===== config.mk =====
export PLATFORM = sky130hd
export DESIGN_NAME = dmem_arbiter
export DESIGN_NICKNAME = d
export VERILOG_FILES = /design/src/rtl/dmem_arbiter.sv
export SDC_FILE = /design/constraint.sdc
export NUM_CORES = 1
export LEC_CHECK = 0
export BUFFER_PORTS_ARGS = -buffer_cell sky130_fd_sc_hd__buf_2
export CAP_MARGIN = 40
export CORE_UTILIZATION = 44
export CTS_CLUSTER_SIZE = 24
export DETAILED_ROUTE_END_ITERATION = 10
export PLACE_DENSITY = 0.8
export SLEW_MARGIN = 10
export SYNTH_ARGS = -nofsm -noshare
export SYNTH_HDL_FRONTEND = slang
export SYNTH_SLANG_ARGS = --single-unit
export TNS_END_PERCENT = 100

===== constraint.sdc =====
create_clock -name clk -period 2.45 [get_ports clk]
set_clock_uncertainty 0.15 [all_clocks]
set_input_delay 0.1225 -clock clk [delete_from_list [all_inputs] [get_ports clk]]
set_output_delay 0.1225 -clock clk [all_outputs]
set_load 0.01 [all_outputs]

===== src/rtl/dmem_arbiter.sv =====
// dmem_arbiter
//   Two-port arbiter in front of a single-ported data memory.
//   Port 0 (pipeline MEM stage) normally has priority. Port 1 (loader/debug)
//   is forced through after it has been denied STARVE_LIMIT cycles in a row.
//   Each accepted request moves through two stages. Stage A registers the
//   request. In stage B the memory is driven and the read data is captured.
//   The response strobe appears two cycles after acceptance.
//
// Parameters
//   STARVE_LIMIT  denied cycles of a pending port-1 request before it wins
//   MEM_BYTES     size of the attached memory in bytes
//
// Ports
//   clk, rst                       clock, asynchronous active-high reset
//   p0_valid/ready/we/addr/wdata   port 0 request handshake and payload
//   p1_valid/ready/we/addr/wdata   port 1 request handshake and payload
//   p0_resp_valid, p1_resp_valid   one-cycle response strobe per port
//   resp_rdata, resp_err           shared response data and error flag
//   mem_ce/we/addr/wdata           memory control and write data
//   mem_rdata                      combinational memory read data
module dmem_arbiter #(
    parameter int unsigned STARVE_LIMIT = 4,
    parameter int unsigned MEM_BYTES    = 1024
) (
    input  logic        clk,
    input  logic        rst,

    input  logic        p0_valid,
    output logic        p0_ready,
    input  logic        p0_we,
    input  logic [31:0] p0_addr,
    input  logic [31:0] p0_wdata,

    input  logic        p1_valid,
    output logic        p1_ready,
    input  logic        p1_we,
    input  logic [31:0] p1_addr,
    input  logic [31:0] p1_wdata,

    output logic        p0_resp_valid,
    output logic        p1_resp_valid,
    output logic [31:0] resp_rdata,
    output logic        resp_err,

    output logic        mem_ce,
    output logic        mem_we,
    output logic [31:0] mem_addr,
    output logic [31:0] mem_wdata,
    input  logic [31:0] mem_rdata
);

    localparam int          DATA_W    = 32;
    localparam int          CNT_MIN_W = $clog2(STARVE_LIMIT + 1);
    localparam int          CNT_W     = (CNT_MIN_W > 3) ? CNT_MIN_W : 3;
    localparam logic [31:0] LAST_WORD = 32'(MEM_BYTES - 4);

    // The counter holds at all-ones so a long denial can never wrap back
    // below the limit.
    function automatic logic [CNT_W-1:0] sat_inc(input logic [CNT_W-1:0] v);
        return (&v) ? v : v + CNT_W'(1);
    endfunction

    // A request is rejected if it is misaligned or would run past the
    // last full word of the memory.
    function automatic logic addr_err(input logic [31:0] a);
        return (a[1:0] != 2'b00) || (a > LAST_WORD);
    endfunction

    logic [CNT_W-1:0]  starve_cnt;
    logic              starve;
    logic              p1_win;
    logic              acc;

    logic              vld_p1;
    logic              we_p1;
    logic              port_p1;
    logic              err_p1;
    logic [31:0]       addr_p1;
    logic [DATA_W-1:0] wdata_p1;

    logic              vld_p2;
    logic              port_p2;
    logic              err_p2;
    logic [DATA_W-1:0] rdata_p2;

    // Request arbitration (combinational). Port 1 wins when it is starving
    // or when port 0 is idle.
    assign starve = (starve_cnt >= CNT_W'(STARVE_LIMIT));

    always_comb begin
        p1_win   = p1_valid && (starve || !p0_valid);
        p0_ready = !rst && p0_valid && !p1_win;
        p1_ready = !rst && p1_win;
    end

    assign acc = (p0_valid && p0_ready) || (p1_valid && p1_ready);

    always_ff @(posedge clk or posedge rst) begin
        if (rst) begin
            starve_cnt <= '0;
        end else if (p1_valid && !p1_ready) begin
            starve_cnt <= sat_inc(starve_cnt);
        end else begin
            starve_cnt <= '0;
        end
    end

    // Stage A: register the accepted request
    always_ff @(posedge clk or posedge rst) begin
        if (rst) begin
            vld_p1 <= 1'b0;
        end else begin
            vld_p1 <= acc;
        end
    end

    always_ff @(posedge clk) begin
        if (acc) begin
            port_p1  <= p1_ready;
            we_p1    <= p1_ready ? p1_we    : p0_we;
            addr_p1  <= p1_ready ? p1_addr  : p0_addr;
            wdata_p1 <= p1_ready ? p1_wdata : p0_wdata;
            err_p1   <= addr_err(p1_ready ? p1_addr : p0_addr);
        end
    end

    // Stage B: drive the memory. Faulting requests never reach it. An
    // asynchronous reset clears vld_p1, which cancels a pending write
    // right away.
    always_comb begin
        mem_ce    = vld_p1 && !err_p1;
        mem_we    = mem_ce && we_p1;
        mem_addr  = mem_ce ? addr_p1  : 32'd0;
        mem_wdata = mem_ce ? wdata_p1 : '0;
    end

    always_ff @(posedge clk or posedge rst) begin
        if (rst) begin
            vld_p2   <= 1'b0;
            port_p2  <= 1'b0;
            err_p2   <= 1'b0;
            rdata_p2 <= '0;
        end else begin
            vld_p2   <= vld_p1;
            port_p2  <= vld_p1 && port_p1;
            err_p2   <= vld_p1 && err_p1;
            rdata_p2 <= (mem_ce && !we_p1) ? mem_rdata : '0;
        end
    end

    // Response: strobe the originating port for one cycle
    assign p0_resp_valid = vld_p2 && !port_p2;
    assign p1_resp_valid = vld_p2 && port_p2;
    assign resp_err      = err_p2;
    assign resp_rdata    = rdata_p2;

endmodule


Yosys cells after proc, flatten, opt, wreduce, memory -nomap -nowiden --
Cells that the tools add are included.
Operators by class: reduce and logical (&&, ||, !) cells 26, magnitude comparators 2, multiplexer cells 8, eq/ne operators 1, add/sub/neg operators 1
Operator list (number):
- two-way mux 32 bit | 5
- greater-than comparator 32 x 10 -> 1 bit (second input constant) | 1
- logical AND 1 bit | 14
- logical NOT 1 bit | 7
- two-way mux 3 bit | 2
- adder 3 x 1 -> 3 bit (second input constant) | 1
- >= comparator 3 bit (second input constant) | 1
- logical OR 1 bit | 3
- AND reduction 3 bit | 1
- != test 2 bit (second input constant) | 1
- nonzero test 2 bit | 1
- two-way mux 1 bit | 1
Storage, ports and cells: output and inout port bits 103, flip-flop bits (word level) 106, logic and storage cells 49, input port bits 166

Longest topological paths before layout --
depth in word-level cells 7, mapped depth 7, depth with buffers taken out 5

Worst setup path after synthesis --
No wires, ideal clock.
path type in2reg, start input port p0_valid, end register addr_p1[0] (enable), library setup time 496 ps, required time 1804 ps, arrival 3011 ps, buffers on the path 0, stages 2, slack -1206 ps, path through nor2_1 > nor2_1
On the way: cells in the longest elaborated chain, start to end 7, elaborated cells between the ends (all ways) 10, classes of those cells reduce/logical (10)
Ends and longest elaborated chain:
- start, declared | line 28 | input logic p0_valid,
- logical NOT 1 bit | line 91 | p1_win = p1_valid && (starve || !p0_valid);
- logical OR 1 bit | line 91
- logical AND 1 bit | line 91
- logical NOT 1 bit | line 92 | p0_ready = !rst && p0_valid && !p1_win;
- logical AND 1 bit | line 92
- logical AND 1 bit | line 96 | assign acc = (p0_valid && p0_ready) || (p1_valid && p1_ready);
- logical OR 1 bit (*) | line 96
- named net acc | line 72 | logic acc;
- end signal, assigned | line 121 | addr_p1 <= p1_ready ? p1_addr : p0_addr;
- end, declared | line 78 | logic [31:0] addr_p1;
The timed path passes the listed nets; every way through them passes the cells marked *. A chain may end at the register's enable or synchronous reset.

Worst setup path after layout --
start register starve_cnt[2], end register wdata_p1[2] (data pin)
On the way: cells in the longest elaborated chain, start to end 5
Ends and longest elaborated chain:
- start, declared | line 69 | logic [CNT_W-1:0] starve_cnt;
- start signal, assigned | line 102 | starve_cnt <= sat_inc(starve_cnt);
- >= comparator 3 bit | line 88 | assign starve = (starve_cnt >= CNT_W'(STARVE_LIMIT));
- logical OR 1 bit | line 91
- logical AND 1 bit | line 91
- logical AND 1 bit | line 93 | p1_ready = !rst && p1_win;
- two-way mux 32 bit | line 122 | wdata_p1 <= p1_ready ? p1_wdata : p0_wdata;
- end signal, assigned | line 122
- end, declared | line 79 | logic [DATA_W-1:0] wdata_p1;
No other way between the ends.

==> summary.md <==
| Metric | Value |
|---|---|
| DRC Markers | 0 |
| Pre-CTS WS | 660.8 ps |
| Layout cells sized above 1 | 32.85% |
| Setup slack after layout | 152.2 ps |
| Final period util | 93.79% |
| CTS tree | yes |
| Die W | 105.6 um |
| PwrDens | ~480 mW/mm2 |
| Tmin final | 2298 ps |
| Die height | 105.6 um |
| Final ANT Viol Nets | 0 |
| P&R area growth vs syn | 70.90% |
| CTS root buf | clkbuf_8 |
| Leak pwr | ~4.2 nW |
| Dpl hpwl | 9104 um |
| Post-Synthesis Cell Area | 0.004726 mm2 |
| Post-synthesis sequential area ratio | a little over three fifths |
| Worst Path Max Fanout | 38 |
| Slew margin rel. | 57.46% |
| Flops & latches, synth | 106 |
| First drt pass iteration count | 5 |
| Clk buf depth | 2 |
| FP Rows | 37 |
| Final Hold Viols | 0 |
| Max-slew violations | 0 |
| Synthesized netlist cell count | roughly 460 |
| Crit path kind | reg2reg |
| Max-Cap Viols | 0 |
| Maximum VDD drop | 0.2766 mV |
| Routed len/inst | 16.51 um |
| Syn. warnings | 0 |
| DIE AREA | 0.01116 mm2 |
| Unrepaired setup endpoints after global routing | false |
| DRT iter0 DRCs | 303 |
| Status | completed |
| Antenna cells | 0 |
| Req. time, crit path | 2520 ps |
| Synthesized net count | 632 |
| Io pins | 269 |
| # port buffers | 268 |
| Synthesized area per cell | 10.18 um2 |
| Initial antenna violation count | 0 |
| # nets final | between 1000 and 1500 |
| Synth unique cells | 26 |
| Measured slew at the worst slew-check pin | 636.6 ps |
| Critical Path AT | about 2400 ps |
| DR vias/cell | 5.009 |
| Clock Latency Late Sink | 360 ps |
| Initial Util | 45.57% |
| First-pass GRT wire length | 26560 um |
| Setup crit start kind | register |
| Total GRT Usage | 31.15% |
| Vias in the first global route | 5515 |
| F_max | 435.2 MHz |
| DR vias | 5164 |
| H-tree Lvls | 3 |
| Overflow after GRT | 0 |
| Total clock sinks | 106 |
| # setup viols final | 0 |
| Worst Setup End Kind | register |
| WL final | between 15000 and 20000 um |
| Clock slew seen by the registers of the worst setup and hold paths | 100 ps |
| Largest net degree at the start of global routing | between 60 and 70 |
| Sum Neg Setup Slack | 0 ps |
| TritonCTS buffer count | 9 |
| Placer Congestion | 0.8543 |
| HP Class | in2reg |
| Core ar. | about 0.010 mm2 |
metal layers:
metal	vias to the layer above	global-route usage, %	wire, um
met5	-	0	0
met3	83	7.854	1448
met1	2411	32.10	5880
met2	339	56.77	8849
li1	2331	-	-
met4	0	18.65	844
report_power, final:
part / switching, mW / internal, mW / total (mW)
Combinational: 0.331 / 0.424 / 0.754
Clock: 0.606 / 0.500 / 1.11
Sequential: 0.0272 / 2.02 / 2.05
repair_timing:
item | CTS | global route
endpoints found under the setup margin | 0 | 37
hold buffers | 164 | 0
resized for setup | 0 | 2
endpoints found under the hold margin | 140 | 0
setup buffers | 0 | 0
Yosys cell counts (all sizes together):
cell type,instances,share of area [%]
and2b,1,0.16
inv,2,0.16
edfxtp,67,43
clkbuf,13,1.1
xor2,1,0.19
buf,11,1.7
and2,100,13
dfrtp,39,21
a21oi,1,0.11
ha,2,0.53
nand4,2,0.26
nand2b,1,0.13
and3,1,0.13
nor2b,2,0.42
nor4,12,1.6
mux2i,2,0.42
nor2,6,0.48
nand2,199,16
nand3,1,0.21
nor3,1,0.11
through the flow:
| stage | util [%] | total power [mW] | area [um2] | std cells | hold slack (ps) |
|---|---|---|---|---|---|
| floorplan | - | 2.292 | 4733 | 464 | 101.1 |
| global placement | 59.85 | 2.525 | 6206 | 850 | 179.9 |
| detailed placement | 60.04 | 2.546 | 6226 | 851 | 183.6 |
| CTS | 77.86 | 3.876 | 8074 | 1031 | 102.4 |
| global route | 77.88 | 4.075 | 8077 | 1031 | 141.1 |
| finish | 77.88 | 3.906 | 8077 | 1031 | 163.0 |
critical path: stages, from the launching register on:
cell and delay [ps]:
dfrtp_1 400, nand2b_1 130, nand3_2 140, inv_4 290, buf_12 250, nand2_1 110
nand2_1 90, dlygate4sd3_1 580
cell families after synthesis:
kind of cell | synth area share, %
muxes | 0.4236
AOI/OAI and AO/OA | 0.1058
adders and majority gates | 0.5294
DFF | 63.22
and+or+nand+nor | 32.54
xor gates and xnor gates | 0.1854
buffers and inverters | 2.991
cell usage in the layout, fill, tap and decap left out:
cell type	count
a21oi_1	1
and2_1	100
and2b_1	1
and3_1	1
buf_12	5
buf_2	268
buf_4	2
clkbuf_1	1
clkbuf_16	2
clkbuf_8	9
clkinv_2	1
clkinv_4	1
dfrtp_1	39
dlygate4sd3_1	164
edfxtp_1	67
ha_1	2
inv_1	1
inv_4	2
inv_6	1
mux2i_1	2
nand2_1	199
nand2b_1	1
nand3_2	1
nand4_1	2
nor2_1	5
nor2_4	1
nor2b_1	1
nor2b_4	1
nor3_1	1
nor4_1	12
xor2_1	1
state kept, by name (all words and copies together), names as in the netlist:
name        cells
addr_p1        32
we_p1           1
port_p2         1
vld_p2          1
resp_err        1
vld_p1          1
starve_cnt      3
err_p1          1
wdata_p1       32
port_p1         1
resp_rdata     32
final cells by class:
type                    count  area, um2
flip-flops and latches    106       2988
fillers                   574       2293
multi-input cells         332       1604
clock buffers              12      177.7
inverters                   2      10.01
clock inverters             4      28.78
well taps                 136      170.2
repair buffers            439       3098
path summary, 6_finish.rpt:
kind / slack (ps) / end / cells after the start / start
max: 150 / wdata_p1[2] / 7 / starve_cnt[2]
min: 160 / err_p1 / 5 / p0_addr[21]
max reg2reg: 150 / wdata_p1[2] / 7 / starve_cnt[2]
min reg2reg: 270 / vld_p2 / 0 / vld_p1
max in group asynchronous: 1460 / resp_rdata[7] / 4 / rst
min in group asynchronous: 350 / starve_cnt[1] / 4 / rst
No activity file was read; power rests on OpenSTA's default activity.
